[config.mk]
export PLATFORM = sky130hd
export DESIGN_NAME = dmem_ctrl_flat
export DESIGN_NICKNAME = d
export VERILOG_FILES = /design/src/rtl/dmem_ctrl_if.sv /design/src/rtl/dmem_ctrl.sv /design/src/flat_wrapper.sv
export SDC_FILE = /design/constraint.sdc
export NUM_CORES = 1
export LEC_CHECK = 0
export CAP_MARGIN = 10
export CORE_ASPECT_RATIO = 1.5
export CORE_UTILIZATION = 37
export CTS_CLUSTER_SIZE = 14
export DETAILED_ROUTE_END_ITERATION = 16
export PLACE_DENSITY = 0.74
export SKIP_LAST_GASP = 1
export SYNTH_ARGS = -nofsm -noshare
export SYNTH_HDL_FRONTEND = slang
export SYNTH_SLANG_ARGS = --single-unit
[constraint.sdc]
create_clock -name CLK -period 1.3 [get_ports CLK]
set_input_delay 0.195 -clock CLK [delete_from_list [all_inputs] [get_ports CLK]]
set_output_delay 0.195 -clock CLK [all_outputs]
set_load 0.02 [all_outputs]
[src/rtl/dmem_ctrl_if.sv]
// dmem_ctrl_if: MEM-stage request/response signals and RAM port of dmem_ctrl
interface dmem_ctrl_if;
    logic        dmemREN, dmemWEN, dhit, derr, ramREN, ramWEN;
    logic [31:0] dmemaddr, dmemstore, dmemload, ramaddr, ramstore, ramload;
    logic [1:0]  ramstate;
    modport slave (
        input  dmemREN, dmemWEN, dmemaddr, dmemstore, ramload, ramstate,
        output dhit, dmemload, derr, ramREN, ramWEN, ramaddr, ramstore
    );
    modport master (
        output dmemREN, dmemWEN, dmemaddr, dmemstore, ramload, ramstate,
        input  dhit, dmemload, derr, ramREN, ramWEN, ramaddr, ramstore
    );
endinterface

[src/rtl/dmem_ctrl.sv]
// dmem_ctrl: MEM-stage load/store responder with timeout watchdog; DMEM_LOADBUF_EN adds a one-entry load buffer
module dmem_ctrl #(
    parameter int TIMEOUT = 255,
    parameter int WORD_W  = 32
) (
    input logic        CLK,
    input logic        nRST,
    dmem_ctrl_if.slave bus
);
    localparam int CW = $clog2(TIMEOUT + 1);
    localparam logic [1:0] ACCESS = 2'b10, RAM_ERR = 2'b11;
    typedef enum logic [1:0] {IDLE, REQ, RESP, ERR} state_t;
    state_t        state, next;
    logic [CW-1:0] cnt, cnt_n;
    logic          wr, wr_n, req, hit;
`ifdef DMEM_LOADBUF_EN
    logic          buf_valid;
    logic [29:0]   buf_addr;
    logic [31:0]   buf_data;
    assign hit = buf_valid && buf_addr == bus.dmemaddr[31:2];
`else
    assign hit = 1'b0;
`endif
    always_comb begin
        req   = bus.dmemREN | bus.dmemWEN;
        next  = state;
        cnt_n = cnt;
        wr_n  = wr;
        case (state)
            IDLE: if (req) begin
                wr_n  = bus.dmemWEN;
                cnt_n = '0;
                next  = bus.dmemaddr[1:0] != 2'b00 ? ERR : (!bus.dmemWEN && hit) ? RESP : REQ;
            end
            REQ: begin
                if (bus.ramstate == ACCESS) next = RESP;
                else if (bus.ramstate == RAM_ERR || cnt == CW'(TIMEOUT - 1)) next = ERR;
                else cnt_n = cnt + 1'b1;
            end
            RESP: next = IDLE;
            default: next = ERR;
        endcase
    end
    always_ff @(posedge CLK) begin
        if (!nRST) begin
            state        <= IDLE;
            cnt          <= '0;
            wr           <= 1'b0;
            bus.dhit     <= 1'b0;
            bus.derr     <= 1'b0;
            bus.ramREN   <= 1'b0;
            bus.ramWEN   <= 1'b0;
            bus.dmemload <= '0;
            bus.ramaddr  <= '0;
            bus.ramstore <= '0;
`ifdef DMEM_LOADBUF_EN
            buf_valid    <= 1'b0;
            buf_addr     <= '0;
            buf_data     <= '0;
`endif
        end else begin
            state      <= next;
            cnt        <= cnt_n;
            wr         <= wr_n;
            bus.dhit   <= next == RESP;
            bus.derr   <= next == ERR;
            bus.ramREN <= next == REQ && !wr_n;
            bus.ramWEN <= next == REQ && wr_n;
            if (state == IDLE && next == REQ) begin
                bus.ramaddr <= bus.dmemaddr[WORD_W-1:0];
                if (wr_n) bus.ramstore <= bus.dmemstore[WORD_W-1:0];
            end
            if (state == REQ && next == RESP && !wr) bus.dmemload <= bus.ramload;
`ifdef DMEM_LOADBUF_EN
            if (state == IDLE && next == RESP) bus.dmemload <= buf_data;
            if (state == REQ && next == RESP && !wr) begin
                buf_valid <= 1'b1;
                buf_addr  <= bus.ramaddr[31:2];
                buf_data  <= bus.ramload;
            end
            if ((state == IDLE && next == REQ && wr_n) || next == ERR) buf_valid <= 1'b0;
`endif
        end
    end
endmodule

[src/flat_wrapper.sv]
// flat-port wrapper written by rule: the top's interface ports become plain ports
module dmem_ctrl_flat 
#(
    parameter int TIMEOUT = 255,
    parameter int WORD_W  = 32
)
  (CLK, nRST, bus_dmemREN, bus_dmemWEN, bus_dmemaddr, bus_dmemstore, bus_ramload, bus_ramstate, bus_dhit, bus_dmemload, bus_derr, bus_ramREN, bus_ramWEN, bus_ramaddr, bus_ramstore);
  dmem_ctrl_if bus_i ();
  input logic CLK;
  input logic nRST;
  input wire logic [$bits(bus_i.dmemREN)-1:0] bus_dmemREN;
  input wire logic [$bits(bus_i.dmemWEN)-1:0] bus_dmemWEN;
  input wire logic [$bits(bus_i.dmemaddr)-1:0] bus_dmemaddr;
  input wire logic [$bits(bus_i.dmemstore)-1:0] bus_dmemstore;
  input wire logic [$bits(bus_i.ramload)-1:0] bus_ramload;
  input wire logic [$bits(bus_i.ramstate)-1:0] bus_ramstate;
  output wire logic [$bits(bus_i.dhit)-1:0] bus_dhit;
  output wire logic [$bits(bus_i.dmemload)-1:0] bus_dmemload;
  output wire logic [$bits(bus_i.derr)-1:0] bus_derr;
  output wire logic [$bits(bus_i.ramREN)-1:0] bus_ramREN;
  output wire logic [$bits(bus_i.ramWEN)-1:0] bus_ramWEN;
  output wire logic [$bits(bus_i.ramaddr)-1:0] bus_ramaddr;
  output wire logic [$bits(bus_i.ramstore)-1:0] bus_ramstore;
  assign bus_i.dmemREN = bus_dmemREN;
  assign bus_i.dmemWEN = bus_dmemWEN;
  assign bus_i.dmemaddr = bus_dmemaddr;
  assign bus_i.dmemstore = bus_dmemstore;
  assign bus_i.ramload = bus_ramload;
  assign bus_i.ramstate = bus_ramstate;
  assign bus_dhit = bus_i.dhit;
  assign bus_dmemload = bus_i.dmemload;
  assign bus_derr = bus_i.derr;
  assign bus_ramREN = bus_i.ramREN;
  assign bus_ramWEN = bus_i.ramWEN;
  assign bus_ramaddr = bus_i.ramaddr;
  assign bus_ramstore = bus_i.ramstore;
  dmem_ctrl #(.TIMEOUT(TIMEOUT), .WORD_W(WORD_W)) u_core (.CLK(CLK), .nRST(nRST), .bus(bus_i));
endmodule
==> impl_metrics.prom <==
# TYPE chip_impl_metric gauge
chip_impl_metric{name="dp_hpwl",unit="um"} 8730
chip_impl_metric{name="critPathRequiredTime",unit="ns"} 1.57
chip_impl_metric{name="die_w",unit="um"} 89.2
chip_impl_metric{name="layout.nets",unit=""} 827
chip_impl_metric{name="postRouteWirelength",unit="um"} 13600
chip_impl_metric{name="vias_in_the_first_global_route",unit=""} 4154
chip_impl_metric{name="period_minus_slack",unit="ns"} 1.59
chip_impl_metric{name="global_route.overflow_total",unit=""} 0
chip_impl_metric{name="netlist-cell-type-count",unit=""} 34
chip_impl_metric{name="detail-route-antenna-nets",unit=""} 0
chip_impl_metric{name="area_delta_synth_final",unit="%"} 73.0
chip_impl_metric{name="final_setup_slack_of_the_worst_path",unit="ns"} -0.291
chip_impl_metric{name="start_util",unit="%"} 38.2
chip_impl_metric{name="maximum_number_of_pins_on_one_net_before_global_route_repair",unit=""} 64
chip_impl_metric{name="drt-vias-per-instance",unit=""} 4.89
chip_impl_metric{name="synth_enable_flop_cells",unit=""} 0
chip_impl_metric{name="clk_latency",unit="ns"} 0.35
chip_impl_metric{name="synthesis.area_per_instance",unit="sq um"} 8.57
chip_impl_metric{name="routabilityCongestion",unit=""} 0.789
chip_impl_info{name="regToRegEndpoint",value="u_core.bus.ramaddr[10]"} 1
chip_impl_info{name="failing_checks",value="negative setup slack"} 1
chip_impl_info{name="worst_r2r_startpoint",value="u_core.state[1]"} 1
chip_impl_metric{name="power.static_leakage",unit="nW"} 3.12
chip_impl_metric{name="timing_worst_slew_pin_value",unit="ns"} 0.363
chip_impl_info{name="setup.worst_path.end_class",value="flop"} 1
chip_impl_info{name="cp_slowest_cell",value="sky130_fd_sc_hd__dfxtp_4"} 1
chip_impl_metric{name="cts.clk_slew.worst_paths",unit="ns"} 0.08
chip_impl_metric{name="wire_per_inst",unit="um"} 15.5
chip_impl_metric{name="first_iter_violations",unit=""} 123
chip_impl_metric{name="post_dp_cell_area",unit="sq um"} 6640
chip_impl_metric{name="worstHoldPathCells",unit=""} 2
chip_impl_metric{name="ff2ff_path_depth",unit=""} 7
chip_impl_metric{name="worst_ir_drop_vdd",unit="V"} 0.000652
chip_impl_metric{name="stdcell_area",unit="sq um"} 7310
chip_impl_info{name="yosys.area.top_type",value="sky130_fd_sc_hd__dfxtp_1"} 1
chip_impl_info{name="worst_path_most_repeated_cell",value="sky130_fd_sc_hd__buf_6"} 1
chip_impl_metric{name="cts_max_path_bufs",unit=""} 2
chip_impl_metric{name="max_slew_margin",unit="%"} 75.6
chip_impl_metric{name="share_of_layout_cells_above_drive_strength_1",unit="%"} 17.4
chip_impl_metric{name="synthCells",unit=""} 493
chip_impl_metric{name="setup-tns-final",unit="ns"} -13.84
chip_impl_metric{name="finalHoldViolCount",unit=""} 0
chip_impl_metric{name="cts_inserted_buffers",unit=""} 9
chip_impl_info{name="holdCritPathClass",value="in -> reg"} 1
chip_impl_info{name="postSynth.topFlopCell",value="sky130_fd_sc_hd__dfxtp_1"} 1
chip_impl_metric{name="synth_largest_type_area_fraction",unit="%"} 52.6
chip_impl_metric{name="place_ws",unit="ns"} -0.480
chip_impl_info{name="worstPathCellList",value="o21bai_4 -> buf_6 -> nor4_4 -> buf_6 -> buf_6 -> nand2_1 -> a21boi_0"} 1
chip_impl_metric{name="fin_util",unit="%"} 66.1
chip_impl_metric{name="slew_violations",unit=""} 0
chip_impl_metric{name="worst-endpoint-arrival",unit="ns"} 1.86
chip_impl_metric{name="total_die_area",unit="sq um"} 11900
chip_impl_metric{name="cts_sinks",unit=""} 111
chip_impl_info{name="critPathKind",value="reg -> reg"} 1
chip_impl_metric{name="finClkSkew",unit="ns"} 0.0120
chip_impl_metric{name="cts_htree_levels",unit=""} 3
chip_impl_metric{name="fmaxAchievable",unit="MHz"} 628
chip_impl_metric{name="drt-pass1-iter-count",unit=""} 6
chip_impl_metric{name="placement_rows",unit=""} 47
chip_impl_metric{name="setup_viol_count_final",unit=""} 107
chip_impl_metric{name="yosysWarnings",unit=""} 0
chip_impl_metric{name="part_of_the_yosys_area_used_for_sequential_elements",unit="%"} 52.6
chip_impl_metric{name="grt_first_pass_wirelength",unit="um"} 19100
chip_impl_info{name="tritoncts_clock_tree",value="built"} 1
chip_impl_metric{name="regToRegSetupSlack",unit="ns"} -0.29
chip_impl_metric{name="drv_cap",unit=""} 0
chip_impl_metric{name="netlist_area",unit="sq um"} 4220
chip_impl_metric{name="period_share",unit="%"} 122
chip_impl_metric{name="die_h",unit="um"} 133
chip_impl_info{name="ys_top_cells_by_count",value="sky130_fd_sc_hd__nand2_1, sky130_fd_sc_hd__dfxtp_1, sky130_fd_sc_hd__a21boi_0"} 1
chip_impl_metric{name="ratio_of_total_power_to_cell_area",unit="nW/um^2"} 1030
chip_impl_metric{name="io_pins",unit=""} 202
chip_impl_metric{name="antenna-diode-count",unit=""} 0
chip_impl_metric{name="route.vias.total",unit=""} 4282
chip_impl_info{name="grt_setup_unrepaired",value="yes"} 1
chip_impl_info{name="yosysMostFrequentCell",value="sky130_fd_sc_hd__nand2_1"} 1
chip_impl_info{name="worstHoldStart",value="nRST"} 1
chip_impl_metric{name="synthArstFlopShare",unit="%"} 0
chip_impl_metric{name="p_total",unit="mW"} 7.51
chip_impl_metric{name="groute.usage.overall",unit="%"} 21.0
chip_impl_metric{name="crit_path_max_incr_delay",unit="ns"} 0.37
chip_impl_metric{name="hold_buffers",unit=""} 0
chip_impl_metric{name="syn_nets",unit=""} 597
chip_impl_metric{name="core_area",unit="sq um"} 11100
chip_impl_metric{name="io_buffer_count",unit=""} 201
chip_impl_info{name="outcome",value="complete, but fails checks"} 1
chip_impl_info{name="synthTopCellsByArea",value="sky130_fd_sc_hd__dfxtp_1, sky130_fd_sc_hd__nand2_1, sky130_fd_sc_hd__a21boi_0"} 1
chip_impl_metric{name="initial_antenna_violation_count",unit=""} 0
chip_impl_info{name="min_to",value="u_core.cnt[1]"} 1
chip_impl_info{name="clock-root-buffer",value="sky130_fd_sc_hd__clkbuf_16"} 1
chip_impl_metric{name="timing.critical_path.fanout_max",unit=""} 7
chip_impl_metric{name="ys_ff_latch",unit=""} 111
chip_impl_info{name="timing.critical_path.from_type",value="flop"} 1
chip_impl_metric{name="number_of_drc_violations_after_detailed_routing",unit=""} 0
[power breakdown]
part           switching (mW)  total [mW]  internal [mW]
sequential             0.0581        3.57           3.51
combinational           0.578        1.28          0.701
clock                    1.32        2.66           1.34
[kinds of logic after synthesis]
group | Yosys count | share of synthesized area, %
simple gates | 224 | 21.9
compound gates | 121 | 21.2
flops | 111 | 52.6
buf+inv | 35 | 3.70
fa+ha+maj | 2 | 0.592
[worst max-delay path, delay by kind of cell, from the launching register on]
| family | cells | cell delay (ns) |
|---|---|---|
| simple gates | 2 | 0.34 |
| flops | 1 | 0.37 |
| compound gates | 2 | 0.36 |
| buf+inv | 3 | 0.45 |
[per-layer routing]
metal / wire length (um) / vias to the layer above / share of wire (%) / track usage, %
met5: 0 / - / 0 / 0
met4: 472 / 0 / 3.5 / 11.3
met3: 928 / 35 / 6.8 / 5.12
met2: 7140 / 167 / 53 / 38.6
met1: 5010 / 1993 / 37 / 20.8
li1: - / 2087 / - / -
[repair_timing]
item	CTS	global route
cloned	3	7
setup endpoints to repair	209	108
endpoints found under the hold margin	0	0
setup buffers	6	6
pin swaps	11	27
gates resized for setup	132	102
[state kept, by name (all words and copies together) (netlist names)]
register             cells
u_core.bus.ramaddr      32
u_core.bus.ramstore     32
u_core.cnt               8
u_core.bus.dmemload     32
u_core.state             2
u_core.bus.ramREN        1
u_core.bus.derr          1
u_core.bus.ramWEN        1
u_core.wr                1
u_core.bus.dhit          1
[area by class of cell]
class | count | area (sq um)
well taps | 147 | 184
clock buffers | 9 | 225
multi-input cells | 348 | 2110
repair buffers | 251 | 2480
fillers | 918 | 3750
inverters | 2 | 7.51
clock inverters | 7 | 62.6
flip-flops and latches | 111 | 2240
[worst max-delay path by stage]
stage,startpoint,end,cells past startpoint
4_1_cts,u_core.state[1],u_core.bus.ramaddr[23],6
3_5_place_dp,bus_ramstate[1],u_core.cnt[5],5
2_1_floorplan,u_core.state[0],u_core.cnt[5],5
5_1_grt,u_core.state[1],u_core.bus.ramaddr[10],7
6_report,u_core.state[1],u_core.bus.ramaddr[10],7
3_3_place_gp,bus_ramstate[1],u_core.cnt[5],5
[cells in the final DEF (no fill, tap or decap), types with 3 or more instances in the layout]
cell	count
sky130_fd_sc_hd__nand2_1	182
sky130_fd_sc_hd__dfxtp_1	103
sky130_fd_sc_hd__clkdlybuf4s50_1	100
sky130_fd_sc_hd__dlygate4sd2_1	100
sky130_fd_sc_hd__a21boi_1	79
sky130_fd_sc_hd__buf_4	28
sky130_fd_sc_hd__clkbuf_16	12
sky130_fd_sc_hd__a21boi_2	11
sky130_fd_sc_hd__buf_6	9
sky130_fd_sc_hd__buf_12	7
sky130_fd_sc_hd__nand2_4	6
sky130_fd_sc_hd__a21boi_0	5
sky130_fd_sc_hd__nand2_2	4
sky130_fd_sc_hd__and3_1	4
sky130_fd_sc_hd__a21oi_2	4
sky130_fd_sc_hd__o21a_1	4
sky130_fd_sc_hd__o21ai_0	4
sky130_fd_sc_hd__dfxtp_4	4
sky130_fd_sc_hd__dfxtp_2	4
sky130_fd_sc_hd__nand3_1	3
sky130_fd_sc_hd__or3_1	3
sky130_fd_sc_hd__clkinvlp_4	3
[through the flow]
step | hold slack (ns) | cells
after floorplan | 0.304 | 493
after global placement | 0.439 | 838
after detailed placement | 0.449 | 838
after CTS | 0.159 | 863
after global routing | 0.179 | 875
final | 0.184 | 875
(Power assumes the default switching activity.)
==> RTL change, RTL diff (same settings) <==
`TIMEOUT` is set to 255 in 2 places; all go to 510.
--- a/src/rtl/dmem_ctrl.sv
+++ b/src/rtl/dmem_ctrl.sv
@@ -2,3 +2,3 @@
 module dmem_ctrl #(
-    parameter int TIMEOUT = 255,
+    parameter int TIMEOUT = 510,
     parameter int WORD_W  = 32
--- a/src/flat_wrapper.sv
+++ b/src/flat_wrapper.sv
@@ -3,3 +3,3 @@
 #(
-    parameter int TIMEOUT = 255,
+    parameter int TIMEOUT = 510,
     parameter int WORD_W  = 32
Check against the original RTL: no difference found for any inputs over 4 cycles, from zero or initial values and one cycle with nRST low; that may be too few to reach the edited logic, so the function may still have changed.
==> RTL change against the original RTL <==
  * The run still ends with setup timing left
  * Clock skew down 6.5 ps
  * Sequential share of layout area decreased by 2.2 points
  * Cell area increased by 8.3%
  * Routed wire length up 7.8%
  * Power grew 5.1%
  * Worst setup slack better by 47 ps
  * Area after synthesis barely moved
  * Sequential power grew 1%
  * Non-clock buffer count rose by 18
  * Sequential cell count rose by 1
  * Synthesized cell count is 0.61% higher
  * Cell count increased by 2.9%
==> RTL change: results (changes against the original RTL) <==
[run_status]
status = finished with violations
violations = setup timing

[global_route]
antenna_found_initial = 0  ; unchanged
gr-usage-met3_pct = 6.24  ; +1.1 points
grt_util_met1_pct = 23.0  ; +2.3 points
grt_pass1_wl_um = 21200  ; +11%
use_met2_pct = 43.3  ; +4.7 points
grt_max_degree = 74  ; +16%
grt_usage_pct = 23.5  ; +2.5 points
grt_pass1_vias = 4435  ; +6.8%

[clock_tree]
cts.clk_slew.worst_paths_ps = 70
cts_root_buf = clkbuf_16
clock_path_buffers = 2  ; unchanged

[setup_path]
crit_family = buffers and inverters
crit_path_top_delay_cell = dfxtp_2
cp_data_arrival_time_ps = 1790  ; -70 ps
cp_max_fo = 3  ; -4
crit_start = u_core.cnt[1]$_SDFFE_PN0P_
max_stage_delay_ps = 330  ; -40 ps

[pwr]
vdd_drop_max_mv = 0.780  ; +20%
intPower_w = 0.00595  ; +7.3%
p_leak_nw = 3.47  ; +11%

[sta]
setup_tns_ps = -13490  ; +345 ps
relSlewSlack_pct = 74.5  ; -1.1 points
setup_violations = 111  ; +3.7%
fin_ws_ps = -245  ; +46.8 ps
fin_skew_ps = 5.48  ; -6.53 ps
finalHoldViolCount = 0  ; unchanged

[synthesis]
ys_seq_area_share_pct = 53.1  ; +0.49 points
ys_warn_count = 0  ; unchanged
ys_types = 34  ; unchanged
syn_avg_cell_area_um2 = 8.51  ; -0.63%
synth_area_leaders = dfxtp_1 53%, nand2_1 17%, a21boi_0 15%, clkbuf_1 2.3%, a21boi_1 1.4%
synth_fp_nets = 600  ; +0.50%
synthTopCellsByCount = 195 x nand2_1, 112 x dfxtp_1, 86 x a21boi_0, 26 x clkbuf_1, 12 x nor2_1

[detailed_routing]
via_per_inst = 4.92  ; +0.61%
initialDrtViolationCount = 150  ; +22%
routed_wirelength_um = 14600  ; +7.8%
dr.pass1.iters = 4  ; -2

[layout]
nNetsFinal = 852  ; +3.0%
drive_gt1_share_pct = 27.4  ; +9.9 points
antennaDiodeCount = 0  ; unchanged
final_cells = 900  ; +2.9%

[placement]
postPlaceCellArea_mm2 = 0.00669  ; +0.79%
pre_cts_ws_ps = -519  ; -39.3 ps
place.gp.congestion = 0.737  ; -6.6%
dp_hpwl_um = 8840  ; +1.3%

[RTL change: routing by layer]
metal  part of all wire (%)  wire length (um)
met2                     54              7880
met1                     35              5100
met4                    4.2               607
met5                      0                 0
met3                    7.0              1020
[RTL change: logic make-up (layout without fill, tap and decap cells)]
| kind of cell | count (synthesis) | after routing | share of synthesized area, % |
|---|---|---|---|
| AND/OR/NAND/NOR | 233 | 236 | 22.7 |
| flip-flops | 112 | 112 | 53.1 |
| buffers and inverters | 33 | 286 | 3.11 |
| AO/OA/AOI/OAI | 114 | 115 | 20.1 |
| XOR/XNOR | 2 | 2 | 0.415 |
| adder cells (fa/ha/maj) | 2 | 2 | 0.593 |
[RTL change: through the flow]
step | utilization (%) | hold slack [ps]
global placement | 60.5 | 435
global route | 71.6 | 305
detailed placement | 60.5 | 441
CTS | 67.9 | 283
floorplan | - | 304
finish | 71.6 | 300
[RTL change: worst paths after layout]
kind                                         end  slack [ps]  cells past startpoint
min reg2reg  u_core.bus.ramaddr[31]$_SDFFE_PN0P_         450                      2
min                   u_core.cnt[2]$_SDFFE_PN0P_         300                      4
max                   u_core.cnt[4]$_SDFFE_PN0P_        -240                      8
max reg2reg           u_core.cnt[4]$_SDFFE_PN0P_        -240                      8
[RTL change: power groups by stage]
stage,Clock (W),Sequential (W),Combinational [W]
3_5_place_dp,0,0.00368,0.00113
6_report,0.00286,0.00361,0.00142
4_1_cts,0.00292,0.00361,0.00131
5_1_grt,0.00306,0.00363,0.00151
2_1_floorplan,0,0.00380,0.000315
3_3_place_gp,0,0.00368,0.00111
[RTL change: tightest hold or removal path, cell delays in order]
cell and delay (ps):
buf_2 130, o31ai_1 70, buf_4 140, nor2_1 50
[RTL change: final cells by class]
type                    instances  area [um^2]
inverters                       1         3.75
clock buffers                  10          250
clock inverters                 6         62.6
repair buffers                269         2750
fillers                       866         3140
well taps                     147          184
multi-input cells             355         2410
flip-flops and latches        112         2250
[RTL change: repair_timing]
action | CTS | global route
gates cloned | 13 | 4
gates resized for setup | 190 | 144
setup endpoints to repair | 210 | 114
pin swaps | 56 | 95
setup buffers | 17 | 12
